--- config.mk ---
export PLATFORM = sky130hd
export DESIGN_NAME = vec_agg_packer
export DESIGN_NICKNAME = d
export VERILOG_FILES = /design/src/rtl/pkt_pkg.sv /design/src/rtl/vec_out_slot.sv /design/src/rtl/vec_agg_packer.sv
export SDC_FILE = /design/constraint.sdc
export NUM_CORES = 1
export LEC_CHECK = 0
export CORE_AREA = 3 3 188 190
export DETAILED_ROUTE_END_ITERATION = 10
export DIE_AREA = 0 0 191 193
export PLACE_DENSITY = 0.68
export RECOVER_POWER = 100
export REMOVE_ABC_BUFFERS = 1
export SYNTH_ARGS = -nofsm -noshare
export SYNTH_HDL_FRONTEND = slang
export SYNTH_SLANG_ARGS = --single-unit
--- constraint.sdc ---
create_clock -name clock -period 12.81 [get_ports clock]
set_input_delay 2.562 -clock clock [delete_from_list [all_inputs] [get_ports clock]]
set_output_delay 2.562 -clock clock [all_outputs]
set_load 0.1 [all_outputs]
--- src/rtl/pkt_pkg.sv ---
`default_nettype none
// ============================================================================
// Package   : pkt_pkg
// Purpose   : Packet field widths, packet struct and default lane count, shared
//             with the downstream vector aggregation stage.
// Revision  : 1.0 - initial release
// ============================================================================
package pkt_pkg;

  localparam int HDR_W         = 16;
  localparam int ADDR_W        = 16;
  localparam int DATA_W        = 32;
  localparam int DEFAULT_LANES = 3;

  typedef struct packed {
    logic [HDR_W-1:0]  header;
    logic [ADDR_W-1:0] addr;
    logic [DATA_W-1:0] data;
  } pkt_t;

endpackage
`default_nettype wire

--- src/rtl/vec_out_slot.sv ---
`default_nettype none
// ============================================================================
// Module    : vec_out_slot
// Purpose   : LANES x packet + mask output holding register with valid/ready;
//             lanes not covered by the mask are held at zero.
// Revision  : 1.0 - initial release
// ============================================================================
module vec_out_slot
  import pkt_pkg::*;
#(
  parameter int LANES = DEFAULT_LANES
) (
  input  logic             clock,
  input  logic             reset,
  input  logic             i_load,
  input  logic [LANES-1:0] i_mask,
  input  pkt_t [LANES-1:0] i_lanes,
  input  logic             i_ready,
  output logic             o_valid,
  output logic [LANES-1:0] o_mask,
  output pkt_t [LANES-1:0] o_lanes,
  output logic             o_slot_free
);

  logic             valid_q, valid_d;
  logic [LANES-1:0] mask_q, mask_d;
  pkt_t [LANES-1:0] lanes_q, lanes_d;
  logic             w_clear;

  assign o_slot_free = !valid_q || i_ready;
  assign w_clear     = valid_q && i_ready;

  always_comb begin
    valid_d = valid_q;
    mask_d  = mask_q;
    lanes_d = lanes_q;
    // A load may coincide with the current vector leaving; the load wins.
    if (i_load) begin
      valid_d = 1'b1;
      mask_d  = i_mask;
      for (int i = 0; i < LANES; i++) begin
        lanes_d[i] = i_mask[i] ? i_lanes[i] : '0;
      end
    end else if (w_clear) begin
      valid_d = 1'b0;
      mask_d  = '0;
      lanes_d = '0;
    end
  end

  always_ff @(posedge clock or posedge reset) begin
    if (reset) begin
      valid_q <= 1'b0;
      mask_q  <= '0;
      lanes_q <= '0;
    end else begin
      valid_q <= valid_d;
      mask_q  <= mask_d;
      lanes_q <= lanes_d;
    end
  end

  assign o_valid = valid_q;
  assign o_mask  = mask_q;
  assign o_lanes = lanes_q;

endmodule
`default_nettype wire

--- src/rtl/vec_agg_packer.sv ---
`default_nettype none
// ============================================================================
// Module    : vec_agg_packer
// Purpose   : Packs a serial valid/ready packet stream into LANES-wide vectors,
//             with flush of partial vectors and a registered output slot.
// Revision  : 1.0 - initial release
// ============================================================================
module vec_agg_packer
  import pkt_pkg::pkt_t;
  import pkt_pkg::DEFAULT_LANES;
#(
  parameter int LANES  = DEFAULT_LANES,
  parameter int HDR_W  = pkt_pkg::HDR_W,
  parameter int ADDR_W = pkt_pkg::ADDR_W,
  parameter int DATA_W = pkt_pkg::DATA_W
) (
  input  logic              clock,
  input  logic              reset,
  input  logic              io_in_valid,
  output logic              io_in_ready,
  input  logic [HDR_W-1:0]  io_in_bits_header,
  input  logic [ADDR_W-1:0] io_in_bits_addr,
  input  logic [DATA_W-1:0] io_in_bits_data,
  input  logic              io_flush,
  output logic              io_out_valid,
  input  logic              io_out_ready,
  output logic [LANES-1:0]  io_out_mask,
  output logic [HDR_W-1:0]  io_out_tx_header_0,
  output logic [ADDR_W-1:0] io_out_tx_addr_0,
  output logic [DATA_W-1:0] io_out_tx_data_0,
  output logic [HDR_W-1:0]  io_out_tx_header_1,
  output logic [ADDR_W-1:0] io_out_tx_addr_1,
  output logic [DATA_W-1:0] io_out_tx_data_1,
  output logic [HDR_W-1:0]  io_out_tx_header_2,
  output logic [ADDR_W-1:0] io_out_tx_addr_2,
  output logic [DATA_W-1:0] io_out_tx_data_2,
  output logic [15:0]       io_vecCount
);

  // cnt must also represent LANES: a full vector frozen while pending.
  localparam int              CNT_W  = $clog2(LANES + 1);
  localparam logic [CNT_W-1:0] C_LAST = CNT_W'(LANES - 1);

  logic [CNT_W-1:0] cnt_q, cnt_d;
  logic             pending_q, pending_d;
  pkt_t [LANES-1:0] buf_q, buf_d;
  logic [15:0]      vec_count_q, vec_count_d;

  pkt_t             w_in_pkt;
  logic             w_in_fire, w_close, w_load, w_slot_free, w_out_valid;
  logic [CNT_W-1:0] w_fill;
  logic [LANES-1:0] w_vec_mask, w_slot_mask;
  pkt_t [LANES-1:0] w_vec_lanes, w_slot_lanes;
  pkt_t             w_port_lane [3];

  assign w_in_pkt    = '{header: io_in_bits_header, addr: io_in_bits_addr, data: io_in_bits_data};
  assign io_in_ready = !reset && !pending_q;
  assign w_in_fire   = io_in_valid && io_in_ready;

  always_comb begin
    buf_d       = buf_q;
    cnt_d       = cnt_q;
    pending_d   = pending_q;
    w_close     = 1'b0;
    w_load      = 1'b0;
    w_vec_lanes = buf_q;
    w_fill      = cnt_q;
    w_vec_mask  = '0;
    if (w_in_fire) begin
      buf_d[cnt_q]       = w_in_pkt;
      w_vec_lanes[cnt_q] = w_in_pkt;
      w_fill             = cnt_q + CNT_W'(1);
      cnt_d              = cnt_q + CNT_W'(1);
    end
    if (pending_q) begin
      w_load = w_slot_free;
    end else begin
      w_close = (w_in_fire && cnt_q == C_LAST) ||
                (io_flush && (cnt_q != '0 || w_in_fire));
    end
    if (w_close) begin
      if (w_slot_free) w_load = 1'b1;
      else             pending_d = 1'b1;
    end
    if (w_load) begin
      cnt_d     = '0;
      pending_d = 1'b0;
    end
    for (int i = 0; i < LANES; i++) begin
      w_vec_mask[i] = CNT_W'(i) < w_fill;
    end
  end

  always_comb begin
    vec_count_d = vec_count_q;
    if (w_out_valid && io_out_ready) vec_count_d = vec_count_q + 16'd1;
  end

  always_ff @(posedge clock or posedge reset) begin
    if (reset) begin
      cnt_q       <= '0;
      pending_q   <= 1'b0;
      buf_q       <= '0;
      vec_count_q <= '0;
    end else begin
      cnt_q       <= cnt_d;
      pending_q   <= pending_d;
      buf_q       <= buf_d;
      vec_count_q <= vec_count_d;
    end
  end

  vec_out_slot #(
    .LANES (LANES)
  ) u_slot (
    .clock       (clock),
    .reset       (reset),
    .i_load      (w_load),
    .i_mask      (w_vec_mask),
    .i_lanes     (w_vec_lanes),
    .i_ready     (io_out_ready),
    .o_valid     (w_out_valid),
    .o_mask      (w_slot_mask),
    .o_lanes     (w_slot_lanes),
    .o_slot_free (w_slot_free)
  );

  for (genvar g = 0; g < 3; g++) begin : g_lane
    if (g < LANES) begin : g_used
      assign w_port_lane[g] = w_slot_lanes[g];
    end else begin : g_unused
      assign w_port_lane[g] = '0;
    end
  end

  assign io_out_valid       = w_out_valid;
  assign io_out_mask        = w_slot_mask;
  assign io_vecCount        = vec_count_q;
  assign io_out_tx_header_0 = w_port_lane[0].header;
  assign io_out_tx_addr_0   = w_port_lane[0].addr;
  assign io_out_tx_data_0   = w_port_lane[0].data;
  assign io_out_tx_header_1 = w_port_lane[1].header;
  assign io_out_tx_addr_1   = w_port_lane[1].addr;
  assign io_out_tx_data_1   = w_port_lane[1].data;
  assign io_out_tx_header_2 = w_port_lane[2].header;
  assign io_out_tx_addr_2   = w_port_lane[2].addr;
  assign io_out_tx_data_2   = w_port_lane[2].data;

endmodule
`default_nettype wire

## Word level (Yosys, flattened, before mapping)

Cells that the tools add are included.

| word-level totals | value |
|---|---|
| bits in registers | 407 |
| bits of input ports | 69 |
| output and inout bits | 213 |
| word-level logic and storage cells | 70 |

| cells by class | value |
|---|---|
| $add $sub $neg | 2 |
| order comparisons | 5 |
| equality and inequality tests | 2 |
| mux-type cells | 22 |
| reduce and logical (&&, ||, !) cells | 16 |

Operator list:

| cell | count |
|---|---|
| 192-bit two-way mux | 3 |
| 64-bit two-way mux | 4 |
| 192-bit bitwise mux | 1 |
| 64-bit demux with 2-bit select | 1 |
| 16-bit by 1-bit adder with 16-bit output, second input constant | 1 |
| 1-bit two-way mux | 9 |
| 1-bit logical AND | 6 |
| 3-bit two-way mux | 2 |
| 2-bit nonzero test | 3 |
| 1-bit by 2-bit < comparator with 1-bit output, first input constant | 2 |
| 2-bit two-way mux | 2 |
| 1-bit logical NOT | 3 |
| 1-bit logical OR | 3 |
| 2-bit by 3-bit < comparator with 1-bit output, second input constant | 1 |
| 2-bit by 1-bit adder with 2-bit output, second input constant | 1 |
| 2-bit == test, second input constant | 1 |
| 2-bit by 1-bit >= comparator with 1-bit output, second input constant | 1 |
| 2-bit < comparator, first input constant | 1 |
| 2-bit by 1-bit != test with 1-bit output, second input constant | 1 |
| 2-bit AND reduction | 1 |

## Logic depth before layout (Yosys ltp)

| depth | value |
|---|---|
| depth in word-level cells | 10 |
| mapped depth | 8 |

## Modules after synthesis

Synthesis repeated with hierarchy kept, for this count alone.

| unflattened totals | value |
|---|---|
| cell total of the unflattened synthesis | 953 |
| area total of the unflattened synthesis | 16263.1 um^2 |

Modules (own cells, without submodules):

| module | times used | cells each | area an instance (um^2) |
|---|---|---|---|
| vec_agg_packer | 1 | 490 | 8946.1 |
| vec_out_slot | 1 | 463 | 7317.0 |

## Worst setup path before layout

OpenSTA, ideal clock, no wires.

| path | value |
|---|---|
| kind | in2out |
| start | input port reset |
| end | output port io_in_ready |
| data arrival time | 3813 ps |
| required time | 10248 ps |
| slack | 6435 ps |
| stages on the path | 1 |
| cell sequence | nor2_1 |

| on the way | value |
|---|---|
| cells in the longest elaborated chain, start to end | 2 |

Ends and longest elaborated chain:

| item | line | text |
|---|---|---|
| from (decl) | vec_agg_packer.sv:18 | `input logic reset,` |
| 1-bit logical NOT (no line) | -- |  |
| 1-bit logical AND | vec_agg_packer.sv:57 | `assign io_in_ready = !reset && !pending_q;` |
| to (decl) | vec_agg_packer.sv:20 | `output logic io_in_ready,` |

No other way between the ends.

## Final worst setup path

| path | value |
|---|---|
| start | input port reset |
| end | register u_slot.lanes_q (netlist bit u_slot.o_lanes[11]) |

| on the way | value |
|---|---|
| cells in the longest elaborated chain, start to end | 9 |
| elaborated cells between the ends (all ways) | 15 |
| those cells by class | 1 x order compare; 6 x mux; 8 x reduce/logical |

Ends and longest elaborated chain:

| item | line | text |
|---|---|---|
| 1-bit logical NOT (no line) (*) | -- |  |
| 1-bit logical AND (*) | vec_agg_packer.sv:57 |  |
| 1-bit logical AND (*) | vec_agg_packer.sv:58 | `assign w_in_fire = io_in_valid && io_in_ready;` |
| branches (longest 6 deep; another with 1-bit by 2-bit < comparator with 1-bit output) | -- |  |
| to (signal assigned) | vec_out_slot.sv:59 | `lanes_q <= lanes_d;` |
| to (decl) | vec_out_slot.sv:27 | `pkt_t [LANES-1:0] lanes_q, lanes_d;` |

Mark *: on every way between the ends.
A chain may end at the register's enable or synchronous reset.

==> impl_metrics.toml <==
[floorplanning]
die_h_um = 193
core_area_mm2 = 0.0336
fp-row-count = 67
dieArea_mm2 = 0.0369
start_util = 0.451
ios = 282
dieWidth_um = 191

[clock_network]
cts_tree = "done"
postCtsSetupRepairBufs = 0
ctsHoldBuffers = 0
clock-sinks = 407
ctsRootBufferMaster = "clkbuf_16"
post_cts_resized = 0
cts_htree_levels = 2
cts_max_path_buffers = 3
cts_made_buffers = 43
clkTransAtPathRegs_ns = 0.06
clock_latency_ns = 0.54

[placement]
dp_slack_ns = 5.80
io_buffers = 281
globalplace.congestion = 0.734
placed_cell_area_mm2 = 0.0183
hpwl_um = 21200

[worst_hold_path]
hold_class = "reg -> reg"

[sta]
final.period_utilization = 0.680
rsz0062_at_grt = "no"
finClkSkew_ns = 0.0140
setup_violations = 0
slew_violations = 484
worst_pin_slew_ns = 6.14
worst_slack_ns = 4.10
worst_slew_margin_rel = -3.10
fin_crit_ns = 8.71
fmax_mhz = 115
hold_violations = 0

[global_routing]
antenna_found_initial = 3
grt_pass1_vias = 9883
overflow = 0
grt_first_pass_wirelength_um = 57800
grt_max_degree = 196
track_usage = 0.198

[cells_and_area]
area_growth_syn_to_layout_pct = 30.0
postLayoutCellArea_mm2 = 0.0197
diodes = 0
nets = 1344
drive_gt1_frac = 0.0928

[pwr]
cellLeakagePower_uw = 0.00960
vdd_drop_max_mv = 0.437
pwr_density_cell_mw_per_mm2 = 282

[drt]
avgRoutedWirePerCell_um = 20.5
final_antenna_net_count = 0
drtIter0Drc = 460
vias = 9268
viasPerCell = 5.29
drt-pass1-iter-count = 4
drcViolationCount = 0
wirelength_um = 35900

[critical_path]
critPathKind = "in -> reg"
cp-start-kind = "primary input"
crit_path_max_fanout = 34
end_kind = "flop"
critPathArrivalTime_ns = 9.05
cp.required_ns = 13.15

[run_status]
violations = "max-capacitance violations, max-slew violations"
status = "finished with violations"

[run]
maxCapViolCount = 10

[logic_synthesis]
synth_seq_cells = 407
avgSynthCellArea_um2 = 15.2
syn_area_mm2 = 0.0151
yosysWarnings = 0
yosysSeqAreaShare = 0.672
ys_types = 36
synthCells = 998
==> through the flow <==
| stage | total power, uW | utilization | std cells | hold WS [ns] | setup TNS [ns] |
|---|---|---|---|---|---|
| finish | 5550 | 0.586 | 1752 | 0.473 | 0 |
| CTS | 5700 | 0.587 | 1752 | 0.479 | 0 |
| floorplan | 3770 | - | 935 | 0.447 | -437.48 |
| global route | 5820 | 0.586 | 1752 | 0.492 | 0 |
| global placement | 4360 | 0.543 | 1674 | 0.458 | 0 |
| detailed placement | 4400 | 0.543 | 1674 | 0.465 | 0 |
==> synth_stat cells <==
library cell | instances | area share
inv_1 | 71 | 0.018
buf_4 | 9 | 0.0045
or3b_2 | 1 | 0.00058
a22o_1 | 128 | 0.074
xor2_1 | 6 | 0.0035
dfrtp_1 | 407 | 0.67
a21bo_2 | 1 | 0.00066
mux2_2 | 129 | 0.096
nand3_1 | 7 | 0.0023
mux2i_1 | 65 | 0.043
ha_1 | 4 | 0.0033
nand2b_1 | 1 | 0.00041
nor3b_1 | 1 | 0.00050
nor2_1 | 9 | 0.0022
and3b_1 | 1 | 0.00058
and4_1 | 1 | 0.00058
a222oi_1 | 1 | 0.00066
nor2b_1 | 2 | 0.00083
nor3_1 | 2 | 0.00066
nand2_1 | 4 | 0.00099
buf_6 | 17 | 0.013
buf_1 | 2 | 0.00050
o31ai_2 | 1 | 0.00083
and3_1 | 5 | 0.0021
o21a_1 | 1 | 0.00050
buf_2 | 14 | 0.0046
a22oi_1 | 1 | 0.00050
and2_1 | 3 | 0.0012
o2bb2ai_1 | 64 | 0.037
a21o_1 | 2 | 0.00099
nand3b_1 | 2 | 0.00099
xnor2_1 | 10 | 0.0058
nand4_1 | 3 | 0.0012
or3_1 | 1 | 0.00041
clkbuf_1 | 21 | 0.0052
o311ai_1 | 1 | 0.00058
==> state kept, by name, summed over array words and instances (netlist names) <==
signal          count
cnt_q               2
u_slot.o_valid      1
io_vecCount        16
pending_q           1
u_slot.o_lanes    192
buf_q             192
u_slot.o_mask       3
==> worst max-delay path: stages <==
cell and delay (ns):
dlygate4sd3_1 0.62, nor3b_1 0.59, and2_0 2.57, clkbuf_1 2.11, mux2i_1 0.40, o2bb2ai_1 0.13
==> worst paths after layout <==
kind                       startpoint                  end  slack [ns]  cells after the start
setup / recovery                reset   u_slot.o_lanes[11]        4.10                      6
hold / removal               buf_q[8]             buf_q[8]        0.47                      2
setup reg to reg            pending_q   u_slot.o_lanes[11]        6.26                      5
hold reg to reg              buf_q[8]             buf_q[8]        0.47                      2
max in group asynchronous       reset  u_slot.o_lanes[182]        5.28                      3
min in group asynchronous       reset  u_slot.o_lanes[186]        4.47                      2
==> layer usage <==
metal  up-vias  track usage  wire (um)
met5         -            0         41
met4         6       0.0426        627
met3        54       0.0591       2750
met2       250        0.304      16100
met1      4820        0.282      16400
li1       4138            -          -
==> layout by cell type, fill, tap and decap left out, types with 5 or more instances in the layout <==
| master | instances |
|---|---|
| nand3_1 | 7 |
| clkbuf_16 | 43 |
| mux2_2 | 36 |
| nor2_1 | 9 |
| o2bb2ai_1 | 64 |
| clkdlybuf4s50_1 | 66 |
| a22o_1 | 128 |
| clkbuf_8 | 13 |
| and3_1 | 5 |
| mux2i_1 | 65 |
| dlygate4sd3_1 | 215 |
| clkbuf_1 | 8 |
| inv_1 | 70 |
| dfrtp_1 | 407 |
| clkinv_2 | 10 |
| xnor2_1 | 10 |
| xor2_1 | 6 |
| mux2_1 | 93 |
==> logic make-up (layout without fill, tap and decap cells) <==
kind of cell	Yosys count	in the layout	synth area share
mux	194	194	0.139
flops	407	407	0.672
simple gates	43	43	0.0156
fa+ha+maj	4	4	0.00330
buf+inv	134	440	0.0450
xor+xnor	16	16	0.00925
compound gates	200	200	0.116
==> area by class of cell <==
class	instances	area, um^2
Multi-Input combinational cell	457	4310
Sequential cell	407	10200
Timing Repair Buffer	291	2890
Clock inverter	19	213
Inverter	71	268
Tap cell	448	561
Fill cell	2683	13900
Clock buffer	59	1270
==> power breakdown <==
| part | switching [uW] | internal (uW) | leakage (uW) |
|---|---|---|---|
| Clock | 503 | 774 | 0.000741 |
| Sequential | 179 | 1750 | 0.00526 |
| Combinational | 1780 | 566 | 0.00359 |
| Total | 2460 | 3090 | 0.00960 |
Note: power is estimated with default switching activity, not from simulation.
